<file path="src/rtl/ocr_pkg.sv">
// Shared widths and FSM encoding for the OCR character-centroid datapath.
package ocr_pkg;

  localparam int COORD_W = 4;
  localparam int CNT_W   = 8;
  localparam int SUM_W   = 12;
  localparam int RECIP_W = 17;
  localparam int RES_W   = 8;
  localparam int PROD_W  = SUM_W + RECIP_W;

  // Q0 sum times Q1.16 reciprocal: bits [19:12] of the product hold the Q4.4 result.
  localparam int FRAC_SH = 12;

  localparam logic [CNT_W-1:0] CNT_MAX = '1;

  typedef enum logic [2:0] {
    IDLE,
    ACCUM,
    LOOKUP,
    MULX,
    MULY,
    HOLD
  } state_e;

endpackage

</file>
<file path="src/rtl/centroid_calc_if.sv">
// Pixel stream, reciprocal ROM and result handshake of centroid_calc.
interface centroid_calc_if;
  import ocr_pkg::*;

  logic               sof;
  logic               eof;
  logic               pix_valid;
  logic               pix_fg;
  logic [COORD_W-1:0] pix_x;
  logic [COORD_W-1:0] pix_y;
  logic               in_ready;

  logic [CNT_W-1:0]   n_out;
  logic [RECIP_W-1:0] recip_in;

  logic [RES_W-1:0]   cx;
  logic [RES_W-1:0]   cy;
  logic [CNT_W-1:0]   count;
  logic               empty;
  logic               sat;
  logic               c_valid;
  logic               c_ready;

  modport slave (
    input  sof, eof, pix_valid, pix_fg, pix_x, pix_y, recip_in, c_ready,
    output in_ready, n_out, cx, cy, count, empty, sat, c_valid
  );

  modport master (
    output sof, eof, pix_valid, pix_fg, pix_x, pix_y, recip_in, c_ready,
    input  in_ready, n_out, cx, cy, count, empty, sat, c_valid
  );

endinterface

</file>
<file path="src/rtl/centroid_calc_recip_mul.sv">
// Registered sum * reciprocal multiply, sliced to Q4.4.
// Define CENTROID_ROUND_EN to round half up instead of truncating.
module recip_mul
  import ocr_pkg::*;
(
  input  logic               clk,
  input  logic               rst_n,
  input  logic [SUM_W-1:0]   sum_i,
  input  logic [RECIP_W-1:0] recip_i,
  output logic [RES_W-1:0]   res_o
);

`ifdef CENTROID_ROUND_EN
  localparam logic [PROD_W-1:0] ROUND_HALF = PROD_W'(1) << (FRAC_SH - 1);
`endif

  logic [PROD_W-1:0] prod;
  logic [PROD_W-1:0] prod_adj;
  logic [RES_W-1:0]  res_d;
  logic [RES_W-1:0]  res_q;
  logic              prod_unused;

  always_comb begin
    prod = PROD_W'(sum_i) * PROD_W'(recip_i);
`ifdef CENTROID_ROUND_EN
    prod_adj = prod + ROUND_HALF;
`else
    prod_adj = prod;
`endif
    res_d = prod_adj[FRAC_SH +: RES_W];
  end

  // Sum never exceeds 15*N, so the bits above the slice stay zero.
  assign prod_unused = ^{prod_adj[PROD_W-1:FRAC_SH+RES_W], prod_adj[FRAC_SH-1:0]};

  // NOTE: registers take <= so every flop samples the values from before the edge.
  always_ff @(posedge clk or negedge rst_n) begin
    if (!rst_n) res_q <= '0;
    else        res_q <= res_d;
  end

  assign res_o = res_q;

endmodule

</file>
<file path="src/rtl/centroid_calc.sv">
// Foreground-pixel centroid of a 16x16 character window, Q4.4 result.
// Rounding mode is selected by CENTROID_ROUND_EN inside recip_mul.
module centroid_calc
  import ocr_pkg::*;
(
  input  logic clk,
  input  logic rst_n,
  centroid_calc_if.slave bus
);

  state_e           state_q, state_d;
  logic [SUM_W-1:0] sum_x_q, sum_x_d;
  logic [SUM_W-1:0] sum_y_q, sum_y_d;
  logic [CNT_W-1:0] cnt_q, cnt_d;
  logic             sat_acc_q, sat_acc_d;
  logic [RES_W-1:0] cx_q, cx_d;
  logic [RES_W-1:0] cy_q, cy_d;
  logic [CNT_W-1:0] count_q, count_d;
  logic             empty_q, empty_d;
  logic             sat_q, sat_d;
  logic             c_valid_q, c_valid_d;

  logic             in_ready;
  logic             accept;
  logic [SUM_W-1:0] mul_sum;
  logic [RES_W-1:0] mul_res;

  assign in_ready = (state_q == IDLE) || (state_q == ACCUM);
  assign accept   = bus.pix_valid & in_ready;
  assign mul_sum  = (state_q == MULX) ? sum_x_q : sum_y_q;

  recip_mul u_recip_mul (
    .clk     (clk),
    .rst_n   (rst_n),
    .sum_i   (mul_sum),
    .recip_i (bus.recip_in),
    .res_o   (mul_res)
  );

  always_comb begin
    // NOTE: every output of this block gets a default first, so no path can infer a latch.
    state_d   = state_q;
    sum_x_d   = sum_x_q;
    sum_y_d   = sum_y_q;
    cnt_d     = cnt_q;
    sat_acc_d = sat_acc_q;
    cx_d      = cx_q;
    cy_d      = cy_q;
    count_d   = count_q;
    empty_d   = empty_q;
    sat_d     = sat_q;
    c_valid_d = 1'b0;

    unique case (state_q)
      IDLE, ACCUM: begin
        if (accept && (bus.sof || state_q == ACCUM)) begin
          if (bus.sof) begin
            sum_x_d   = '0;
            sum_y_d   = '0;
            cnt_d     = '0;
            sat_acc_d = 1'b0;
          end
          if (bus.pix_fg) begin
            if (cnt_d != CNT_MAX) begin
              sum_x_d = sum_x_d + SUM_W'(bus.pix_x);
              sum_y_d = sum_y_d + SUM_W'(bus.pix_y);
              cnt_d   = cnt_d + 1'b1;
            end else begin
              sat_acc_d = 1'b1;
            end
          end
          state_d = ACCUM;
          if (bus.eof) begin
            count_d = cnt_d;
            sat_d   = sat_acc_d;
            empty_d = (cnt_d == '0);
            if (cnt_d == '0) begin
              cx_d    = '0;
              cy_d    = '0;
              state_d = HOLD;
            end else begin
              state_d = LOOKUP;
            end
          end
        end
      end
      LOOKUP: state_d = MULX;
      MULX:   state_d = MULY;
      MULY: begin
        cx_d    = mul_res;
        state_d = HOLD;
      end
      HOLD: begin
        // First HOLD cycle collects the y product; c_valid rises one edge later.
        if (c_valid_q && bus.c_ready) begin
          state_d = IDLE;
        end else begin
          c_valid_d = 1'b1;
          if (!c_valid_q && !empty_q) cy_d = mul_res;
        end
      end
      default: state_d = IDLE;
    endcase
  end

  always_ff @(posedge clk or negedge rst_n) begin
    if (!rst_n) begin
      state_q   <= IDLE;
      sum_x_q   <= '0;
      sum_y_q   <= '0;
      cnt_q     <= '0;
      sat_acc_q <= 1'b0;
      cx_q      <= '0;
      cy_q      <= '0;
      count_q   <= '0;
      empty_q   <= 1'b0;
      sat_q     <= 1'b0;
      c_valid_q <= 1'b0;
    end else begin
      state_q   <= state_d;
      sum_x_q   <= sum_x_d;
      sum_y_q   <= sum_y_d;
      cnt_q     <= cnt_d;
      sat_acc_q <= sat_acc_d;
      cx_q      <= cx_d;
      cy_q      <= cy_d;
      count_q   <= count_d;
      empty_q   <= empty_d;
      sat_q     <= sat_d;
      c_valid_q <= c_valid_d;
    end
  end

  assign bus.in_ready = in_ready;
  assign bus.n_out    = (state_q inside {LOOKUP, MULX, MULY}) ? cnt_q : '0;
  assign bus.cx       = cx_q;
  assign bus.cy       = cy_q;
  assign bus.count    = count_q;
  assign bus.empty    = empty_q;
  assign bus.sat      = sat_q;
  assign bus.c_valid  = c_valid_q;

endmodule

</file>
<file path="src/flat_wrapper.sv">
// flat-port wrapper written by rule: the top's interface ports become plain ports
module centroid_calc_flat import ocr_pkg::*;
  (clk, rst_n, bus_sof, bus_eof, bus_pix_valid, bus_pix_fg, bus_pix_x, bus_pix_y, bus_recip_in, bus_c_ready, bus_in_ready, bus_n_out, bus_cx, bus_cy, bus_count, bus_empty, bus_sat, bus_c_valid);
  centroid_calc_if bus_i ();
  input  logic clk;
  input  logic rst_n;
  input wire logic [$bits(bus_i.sof)-1:0] bus_sof;
  input wire logic [$bits(bus_i.eof)-1:0] bus_eof;
  input wire logic [$bits(bus_i.pix_valid)-1:0] bus_pix_valid;
  input wire logic [$bits(bus_i.pix_fg)-1:0] bus_pix_fg;
  input wire logic [$bits(bus_i.pix_x)-1:0] bus_pix_x;
  input wire logic [$bits(bus_i.pix_y)-1:0] bus_pix_y;
  input wire logic [$bits(bus_i.recip_in)-1:0] bus_recip_in;
  input wire logic [$bits(bus_i.c_ready)-1:0] bus_c_ready;
  output wire logic [$bits(bus_i.in_ready)-1:0] bus_in_ready;
  output wire logic [$bits(bus_i.n_out)-1:0] bus_n_out;
  output wire logic [$bits(bus_i.cx)-1:0] bus_cx;
  output wire logic [$bits(bus_i.cy)-1:0] bus_cy;
  output wire logic [$bits(bus_i.count)-1:0] bus_count;
  output wire logic [$bits(bus_i.empty)-1:0] bus_empty;
  output wire logic [$bits(bus_i.sat)-1:0] bus_sat;
  output wire logic [$bits(bus_i.c_valid)-1:0] bus_c_valid;
  assign bus_i.sof = bus_sof;
  assign bus_i.eof = bus_eof;
  assign bus_i.pix_valid = bus_pix_valid;
  assign bus_i.pix_fg = bus_pix_fg;
  assign bus_i.pix_x = bus_pix_x;
  assign bus_i.pix_y = bus_pix_y;
  assign bus_i.recip_in = bus_recip_in;
  assign bus_i.c_ready = bus_c_ready;
  assign bus_in_ready = bus_i.in_ready;
  assign bus_n_out = bus_i.n_out;
  assign bus_cx = bus_i.cx;
  assign bus_cy = bus_i.cy;
  assign bus_count = bus_i.count;
  assign bus_empty = bus_i.empty;
  assign bus_sat = bus_i.sat;
  assign bus_c_valid = bus_i.c_valid;
  centroid_calc u_core (.clk(clk), .rst_n(rst_n), .bus(bus_i));
endmodule
</file>
<file path="config.mk">
export PLATFORM = sky130hd
export DESIGN_NAME = centroid_calc_flat
export DESIGN_NICKNAME = d
export VERILOG_FILES = /design/src/rtl/ocr_pkg.sv /design/src/rtl/centroid_calc_if.sv /design/src/rtl/centroid_calc_recip_mul.sv /design/src/rtl/centroid_calc.sv /design/src/flat_wrapper.sv
export SDC_FILE = /design/constraint.sdc
export NUM_CORES = 1
export LEC_CHECK = 0
export CAP_MARGIN = 40
export CORE_MARGIN = 2
export CORE_UTILIZATION = 60
export CTS_CLUSTER_SIZE = 14
export DETAILED_ROUTE_END_ITERATION = 8
export PLACE_DENSITY = 0.82
export SLEW_MARGIN = 0
export SYNTH_ARGS = -nofsm -noshare
export SYNTH_HDL_FRONTEND = slang
export SYNTH_HIERARCHICAL = 1
export SYNTH_SLANG_ARGS = --single-unit
</file>
<file path="constraint.sdc">
create_clock -name clk -period 7.9 [get_ports clk]
set_input_delay 1.185 -clock clk [delete_from_list [all_inputs] [get_ports clk]]
set_output_delay 1.185 -clock clk [all_outputs]
set_load 0.02 [all_outputs]
</file>
# Yosys cells after proc, flatten, opt, wreduce, memory -nomap -nowiden
# Cells that the tools add are included.
[word_totals] mem_count=0 out_inout_bits=36 register_bits=71 ramBits=0 inputBits=32 word_cells=83 latch_bits=0 rom_bits=0
[op_classes] n_bitwise=1 shift=0 n_reduce_logical=18 mul=1 add_sub_neg=3 magnitude_cmp=0 mux=36 n_eq_ne=12 div_mod_pow=0
[ops] cell="12-bit 2-to-1 mux" count=11
[ops] cell="8-bit 2-to-1 mux" count=13
[ops] cell="8-bit one-hot mux with 2 select lines" count=2
[ops] cell="12-bit by 4-bit adder with 12-bit output" count=2
[ops] cell="12-bit by 17-bit multiplier with 20-bit output" count=1
[ops] cell="3-bit one-hot mux with 5 select lines" count=1
[ops] cell="3-bit 2-to-1 mux" count=4
[ops] cell="8-bit by 1-bit adder with 8-bit output, second input constant" count=1
[ops] cell="8-bit zero test" count=1
[ops] cell="2-bit by 1-bit inequality test with 1-bit output, second input constant" count=4
[ops] cell="8-bit inequality test, second input constant" count=1
[ops] cell="3-bit by 2-bit == test with 1-bit output, second input constant" count=2
[ops] cell="3-bit == test, second input constant" count=2
[ops] cell="6-bit AND reduction" count=1
[ops] cell="1-bit 2-to-1 mux" count=5
[ops] cell="2-bit inequality test, second input constant" count=2
[ops] cell="2-bit AND reduction" count=2
[ops] cell="4-bit AND reduction" count=1
[ops] cell="2-bit nonzero test" count=2
[ops] cell="3-bit by 1-bit == test with 1-bit output, second input constant" count=1
[ops] cell="1-bit logical AND" count=3
[ops] cell="3-bit zero test" count=1
[ops] cell="3-bit AND reduction" count=1
[ops] cell="3-bit nonzero test" count=1
[ops] cell="other kinds (4)" count=6

# Logic depth before layout (Yosys ltp)
# Gate-level depths: netlist of run 1.
[depth] word_depth=16 mapped_depth=23 depth_no_buf=21

# Hierarchy
# The synthesis of run 1 kept the hierarchy.
[by_module_without_submodules] module="recip_mul" n_inst=1 cells_per_inst=566 seq_area_each_um2=200.2 area_per_inst_um2=4823.4
[by_module_without_submodules] module="centroid_calc" n_inst=1 cells_per_inst=402 seq_area_each_um2=1576.5 area_per_inst_um2=3724.8

# Least setup slack after synthesis of run 1
# Ideal clock, no wire load.
[synth_path] path_type="flip-flop to flip-flop" start="register u_core.state_q[1]" end="register u_core.u_recip_mul.res_q[7] (netlist: u_core/u_recip_mul/res_o[7])" t_required_ns=7.820 arrival_time_ns=5.781 synth_period_minus_slack_ns=5.861 setup_ns=0.080 stages_incl_launch_ff=23 slack_ns=2.039 n_path_buf=2 path_cell_list="dfrtp_1 -> nor2b_1 -> nand2_1 -> buf_1 -> mux2_2 -> clkbuf_1 -> and2_1 -> fa_1 -> inv_1 -> fa_1 -> inv_1 -> fa_1 -> fa_1 -> inv_1 -> fa_1 -> inv_1 -> ha_1 -> a211oi_1 -> nor2_1 -> a2111oi_2 -> nor2_1 -> a221oi_2 -> xnor2_1"
[synth_between] elab_chain_len=3
[synth_rtl] element="start, declared" line_no="centroid_calc.sv:11" rtl="state_e state_q, state_d;"
[synth_rtl] element="start signal, assigned" line_no="centroid_calc.sv:120" rtl="state_q <= state_d;"
[synth_rtl] element="3-bit by 2-bit == test with 1-bit output" line_no="centroid_calc.sv:30" rtl="assign mul_sum = (state_q == MULX) ? sum_x_q : sum_y_q;"
[synth_rtl] element="12-bit 2-to-1 mux" line_no="centroid_calc.sv:30"
[synth_rtl] element="via u_core.mul_sum[7]" line_no="centroid_calc.sv:25" rtl="logic [SUM_W-1:0] mul_sum;"
[synth_rtl] element="12-bit by 17-bit multiplier with 20-bit output" line_no="centroid_calc_recip_mul.sv:24" rtl="prod = PROD_W'(sum_i) * PROD_W'(recip_i);"
[synth_rtl] element="via u_core.u_recip_mul.prod[19]" line_no="centroid_calc_recip_mul.sv:17" rtl="logic [PROD_W-1:0] prod;"
[synth_rtl] element="end signal, assigned" line_no="centroid_calc_recip_mul.sv:39" rtl="else res_q <= res_d;"
[synth_rtl] element="end, declared" line_no="centroid_calc_recip_mul.sv:20" rtl="logic [RES_W-1:0] res_q;"
# The timed path passes the listed nets, and every way through them passes these cells.
# A chain may end at the register's enable or synchronous reset.

# Worst setup path in the final report of run 1
# Same ends and word-level chain as after synthesis.

==> reports/results.ini, run 1 <==
[clocking]
cts_buffer_depth=2
cts_root_buffer=clkbuf_16
htree_levels=3
clock_sinks=71
cts_buffers=9
cts_hold_buf=0
cts_tree=done
clock_latency_ps=340
post_cts_buffers=0
cts.clk_slew.worst_paths_ps=60
cts_resized=0

[sta]
worst_pin_slew_ps=839
drv_slew=0
timing.final.crit_share=0.783
rsz0062_at_grt=false
setup_viol=0
hold_violations=0
post-route-min-period_ps=6190
final.setup.tns_ps=0
timing.fmax_ghz=0.162
slew_headroom=0.437
finClkSkew_ps=8.44

[grt]
grt_pass1_vias=6687
overflow=0
antenna_found_initial=0
grt_usage=0.271
grt_pass1_wl_mm=32.3
grt_max_degree=50

[worst_hold_path]
worstHoldPathCells=2
hold_path_end=u_core/bus.sat
min-delay-path-class=reg2reg
hp-start=u_core/bus.sat

[setup_path]
rr_worst_depth=20
crit_path_end_kind=register
regToRegSetupSlack_ps=1710
worst_ep_required_time_ps=8150
path_class=reg2reg
cp-start-kind=register
worst_ep_arrival_time_ps=6440
r2r_start=u_core/state_q[1]
slowest_delay_ps=560
cpMaxStageDelayCell=mux2_2
cp_cell_sequence=nor2b_1 > nand2_1 > mux2_2 > and2_1 > fa_1 > inv_1 > fa_1 > inv_1 > fa_1 > fa_1 > inv_1 > fa_1 > inv_1 > ha_1 > a211oi_1 > nor2_1 > a2111oi_2 > nor2_1 > a221oi_2 > xnor2_1
r2r_end=u_core/u_recip_mul/res_o[7]
critPathMaxFanout=14
cpMostUsedCell=fa_1

[synth]
synth_nets=1161
synth_top_family_by_area=adder cells
synth_edf_count=0
yosys_most_used_dff=dfrtp_1
synth_area_um2=8550
syn_avg_cell_area_um2=8.83
synth-xor-area-share=0.0379
yosys.cell_types.count=62
yosys.area_share.simple=0.185
yosys_warnings=6
ys_ff_latch=71
synthCells=968
async_flop_share=1.00
yosysSeqAreaShare=0.208
synth_compound_area_frac=0.100
synth_adder_area_share=0.339
synth_mux_area_frac=0.0357

[die]
io_pins=68
coreArea_um2=13900
placementRows=43
fp.dieW_um=123
die_h_um=123
die_area_um2=15200
floorplan.initialDensity=0.616

[final_layout]
fin_nets=1200
diodes=0
syn_to_final_growth_pct=13.4
final_cell_mix=181 x nand2_1, 164 x inv_1, 118 x fa_1
layout-drive-gt1-share=0.0514
final_common_cell=nand2_1

[routing]
drtIter0Drc=605
antenna_left=0
vias=6762
dr.pass1.iters=5
drt_wl_total_mm=19.5
routed_via_density=5.67
routedWlPerCell_um=16.3
drcViolationCount=0

[place]
gp_routability_congestion=0.940
io_buffers=67
dpl.hpwl_mm=14.7

[run]
maxCapViolCount=0

[outcome]
status=finished, final reports clean

==> registers in the layout, summed over array words and instances (netlist names) <==
name	cells
u_core/sat_acc_q	1
u_core/cnt_q	8
u_core/bus.cy	8
u_core/sum_x_q	12
u_core/bus.c_valid	1
u_core/u_recip_mul/res_o	8
u_core/sum_y_q	12
u_core/bus.cx	8
u_core/bus.sat	1
u_core/bus.count	8
u_core/bus.empty	1
u_core/state_q	3
==> final cells by class <==
class	instances	area, µm²
inverters	166	623
clock inverters	5	128
multi-input cells	688	5970
well taps	180	225
repair buffers	71	716
fillers	1077	4190
flip-flops and latches	71	1780
clock buffers	11	253
==> critical path, delay by kind of cell, from the launching register on <==
kind	cells	cell delay, ps
adder cells (fa/ha/maj)	6	2750
AND/OR/NAND/NOR	5	1180
AO/OA/AOI/OAI	3	890
XOR/XNOR	1	140
multiplexers	1	560
flip-flops	1	410
buffers and inverters	4	190
==> per-layer routing <==
layer  wire length [µm]  global-route usage
met5                  0                   0
met4                231              0.0774
met3               1220              0.0383
met2               9540               0.439
met1               8480               0.384
==> synthesized netlist by cell type (2+ instances only) <==
cell type	count	area share
nand2_1	181	0.079
inv_1	164	0.072
fa_1	118	0.28
dfrtp_1	71	0.21
and2_1	50	0.037
ha_1	43	0.063
o21ai_0	42	0.025
nor2_1	33	0.014
clkbuf_1	32	0.014
xnor2_1	24	0.025
nor2b_1	21	0.015
a21oi_1	20	0.012
a22oi_1	16	0.014
mux2_2	16	0.021
xor2_1	13	0.013
a22o_1	11	0.011
mux2i_1	11	0.013
a21o_1	9	0.0079
nand3_1	8	0.0047
nor3_1	8	0.0047
and3_1	6	0.0044
buf_2	6	0.0035
nand2b_1	6	0.0044
o21ai_1	4	0.0023
a31oi_1	3	0.0022
buf_1	3	0.0013
a211oi_1	2	0.0018
and4_1	2	0.0020
inv_2	2	0.00088
nand4_1	2	0.0015
nand4b_1	2	0.0020
nor3_2	2	0.0023
nor3b_1	2	0.0018
o2111ai_1	2	0.0020
o22a_1	2	0.0020
o22ai_1	2	0.0015
or2_2	2	0.0015
or3_1	2	0.0015
or4_4	2	0.0026
==> kinds of logic (layout without fill, tap and decap cells) <==
family / after synthesis / in the layout
buffers and inverters: 209 / 253
xor gates and xnor gates: 37 / 37
muxes: 28 / 28
and+or+nand+nor: 334 / 334
DFF: 71 / 71
adders and majority gates: 161 / 161
AOI/OAI and AO/OA: 128 / 128
==> worst max-delay path by stage <==
stage                            startpoint  cells after the start  slack (ps)                     endpoint
after floorplan           u_core/state_q[1]                     22        2040  u_core/u_recip_mul/res_o[7]
final                     u_core/state_q[1]                     20        1710  u_core/u_recip_mul/res_o[7]
after global placement      bus_recip_in[4]                     18        1570  u_core/u_recip_mul/res_o[7]
after CTS                 u_core/state_q[1]                     20        1740  u_core/u_recip_mul/res_o[5]
after detailed placement    bus_recip_in[4]                     18        1440  u_core/u_recip_mul/res_o[5]
after global routing      u_core/state_q[1]                     20        1400  u_core/u_recip_mul/res_o[7]
==> through the flow <==
stage | hold WS [ps] | instance area, µm² | instances | worst slack, ps | util
2_1_floorplan | 466 | 8550 | 968 | 2040 | -
3_3_place_gp | 461 | 9280 | 1174 | 1570 | 0.668
3_5_place_dp | 474 | 9310 | 1176 | 1440 | 0.671
4_1_cts | 486 | 9690 | 1192 | 1740 | 0.698
5_1_grt | 514 | 9690 | 1192 | 1400 | 0.698
6_report | 483 | 9690 | 1192 | 1710 | 0.698
Power of run 1 is left out: the tool's default activity adds up to more than one toggle a clock period on the data nets, which glitch-free logic cannot reach.
==> inputs of run 2 (changes only) <==
Settings changed: CORE_UTILIZATION 60 to 55, PLACE_DENSITY 0.82 to 0.79.
Clock period 7.9 ns to 5.4 ns, I/O delays scaled along.
==> reports/results.ini, run 2 (same netlist as run 1, synthesis figures left out) <==
[outcome]
status=finished, final reports clean

[setup_path]
worst_ep_required_time_ps=5640  ; -2510 ps
cpMaxStageDelayCell=fa_1
cp_cell_sequence=nor2b_4 > nand2_4 > buf_6 > mux2_4 > buf_4 > and2_1 > fa_1 > inv_1 > fa_1 > inv_1 > fa_1 > fa_1 > inv_1 > fa_1 > inv_1 > ha_4 > nor2b_1 > o21ai_1 > nand2b_1 > a221oi_2 > xnor2_1
slowest_delay_ps=530  ; -30 ps
critPathMaxFanout=6  ; -8
cp_top_family=adder cells
cp-start-kind=register
crit_path_end_kind=register
path_class=reg2reg
crit_buf_inv=6  ; +2
worst_ep_arrival_time_ps=5610  ; -830 ps
cpMostUsedCell=fa_1

[routing]
drtIter0Drc=439  ; -27%
antenna_left=0  ; unchanged
vias=7064  ; +4.5%
wl_met1_mm=8.98  ; +6.0%
wl_met2_mm=10.2  ; +6.6%
dr.pass1.iters=5  ; unchanged
top_layer=met4
drcViolationCount=0  ; unchanged
drt_wl_total_mm=20.8  ; +7.0%
routedWlPerCell_um=16.3  ; -0.28%
routed_via_density=5.52  ; -2.6%
met3_length_mm=1.25  ; +2.6%

[clocking]
htree_levels=3  ; unchanged
cts_tree=done
cts.clk_slew.worst_paths_ps=60  ; about the same
clock_latency_ps=330  ; about the same
cts_buffer_depth=2  ; unchanged
cts_root_buffer=clkbuf_16
clock_sinks=71  ; unchanged
cts_hold_buf=0  ; unchanged
cts_buffers=9  ; unchanged

[die]
floorplan.initialDensity=0.562  ; -0.0535
io_pins=68  ; unchanged
die_area_um2=16600  ; +8.8%
coreArea_um2=15200  ; +9.5%
placementRows=45  ; +4.7%
fp.dieW_um=129  ; +4.3%
die_h_um=129  ; +4.3%

[final_layout]
final_cell_mix=179 x nand2_1, 162 x inv_1, 114 x fa_1
diodes=0  ; unchanged
fillers=1127  ; +4.6%
syn_to_final_growth_pct=22.4
seq_area_um2=1780  ; unchanged
multi_input_area_um2=6190  ; +3.7%
final_common_cell=nand2_1
fin_nets=1279  ; +6.6%
largestRegisters=u_core/sum_x_q: 12 flops, u_core/sum_y_q: 12 flops
fin_area_um2=10500  ; +8.0%
layout-drive-gt1-share=0.148  ; +0.0962

[grt]
grt_pass1_vias=7080  ; +5.9%
grt_pass1_wl_mm=34.2  ; +6.1%
antenna_found_initial=0  ; unchanged
grt_usage=0.260  ; -0.0112
overflow=0  ; unchanged
grt_max_degree=48  ; -4.0%

[sta]
final.setup.tns_ps=0  ; unchanged
setup_viol=0  ; unchanged
worst_pin_slew_ps=801  ; -37.4 ps
drv_slew=0  ; unchanged
timing.final.crit_share=0.994  ; +0.211
timing.fmax_ghz=0.186  ; +15%
finClkSkew_ps=5.61  ; -2.82 ps
rsz0062_at_grt=true
post-route-min-period_ps=5370  ; -817 ps
slew_headroom=0.462  ; +0.0251
hold_violations=0  ; unchanged

[worst_hold_path]
min-delay-path-class=in2async

[place]
gp_routability_congestion=0.902  ; -4.0%
io_buffers=67  ; unchanged
dpl_cell_area_um2=9800  ; +5.3%
dpl.hpwl_mm=15.9  ; +8.1%

[run]
maxCapViolCount=0  ; unchanged

[run 2: changes by cell type in the layout (fill, tap and decap cells not counted), moves of 7 or more]
cell,delta
mux2_4,+8
mux2_2,-8
buf_4,+71
ha_1,-7
buf_6,+7
[run 2: through the flow]
stage | hold slack [ps] | util | instances | setup slack (ps)
6_report | 471 | 0.688 | 1279 | 30.2
5_1_grt | 510 | 0.688 | 1279 | -164
4_1_cts | 483 | 0.673 | 1271 | 9.17
3_5_place_dp | 471 | 0.645 | 1249 | -336
3_3_place_gp | 462 | 0.644 | 1248 | -196
2_1_floorplan | 466 | - | 968 | 10.2
[run 2: worst paths after layout]
path,startpoint,end,slack (ps),cells past startpoint
setup / recovery,u_core/state_q[2],u_core/u_recip_mul/res_o[7],30,21
hold / removal,rst_n,u_core/cnt_q[3],470,1
setup reg to reg,u_core/state_q[2],u_core/u_recip_mul/res_o[7],30,21
hold reg to reg,u_core/bus.sat,u_core/bus.sat,480,2
max in group asynchronous,rst_n,u_core/u_recip_mul/res_o[1],3940,2
min in group clk,u_core/bus.sat,u_core/bus.sat,480,2
[run 2: routing by layer]
metal / up-vias / global-route usage
met5: - / 0
met4: 0 / 0.0876
met3: 37 / 0.0320
met2: 277 / 0.427
met1: 3474 / 0.361
li1: 3276 / -
[run 2: worst reg2reg max path: stages (launching register included)]
cell and delay [ps]:
dfrtp_1 410, nor2b_4 160, nand2_4 100, buf_6 150, mux2_4 320, buf_4 170
and2_1 180, fa_1 530, inv_1 50, fa_1 480, inv_1 50, fa_1 500
fa_1 530, inv_1 60, fa_1 480, inv_1 60, ha_4 210, nor2b_1 120
o21ai_1 150, nand2b_1 120, a221oi_2 300, xnor2_1 160
[run 2: timing repair]
item / CTS / global route
pin swaps: 13 / 25
gates resized for setup: 21 / 40
endpoints found under the setup margin: 4 / 5
setup buffers: 6 / 8
[run 2: area by class of cell]
cell class / instances / share of cell area
tap: 188 / 0.0225
timing repair buffer: 150 / 0.126
inverter: 166 / 0.0595
sequential: 71 / 0.170
multi-input combinational: 688 / 0.592
clock inverter: 5 / 0.00777
clock buffer: 11 / 0.0232
Power of run 2 is left out for the same reason.
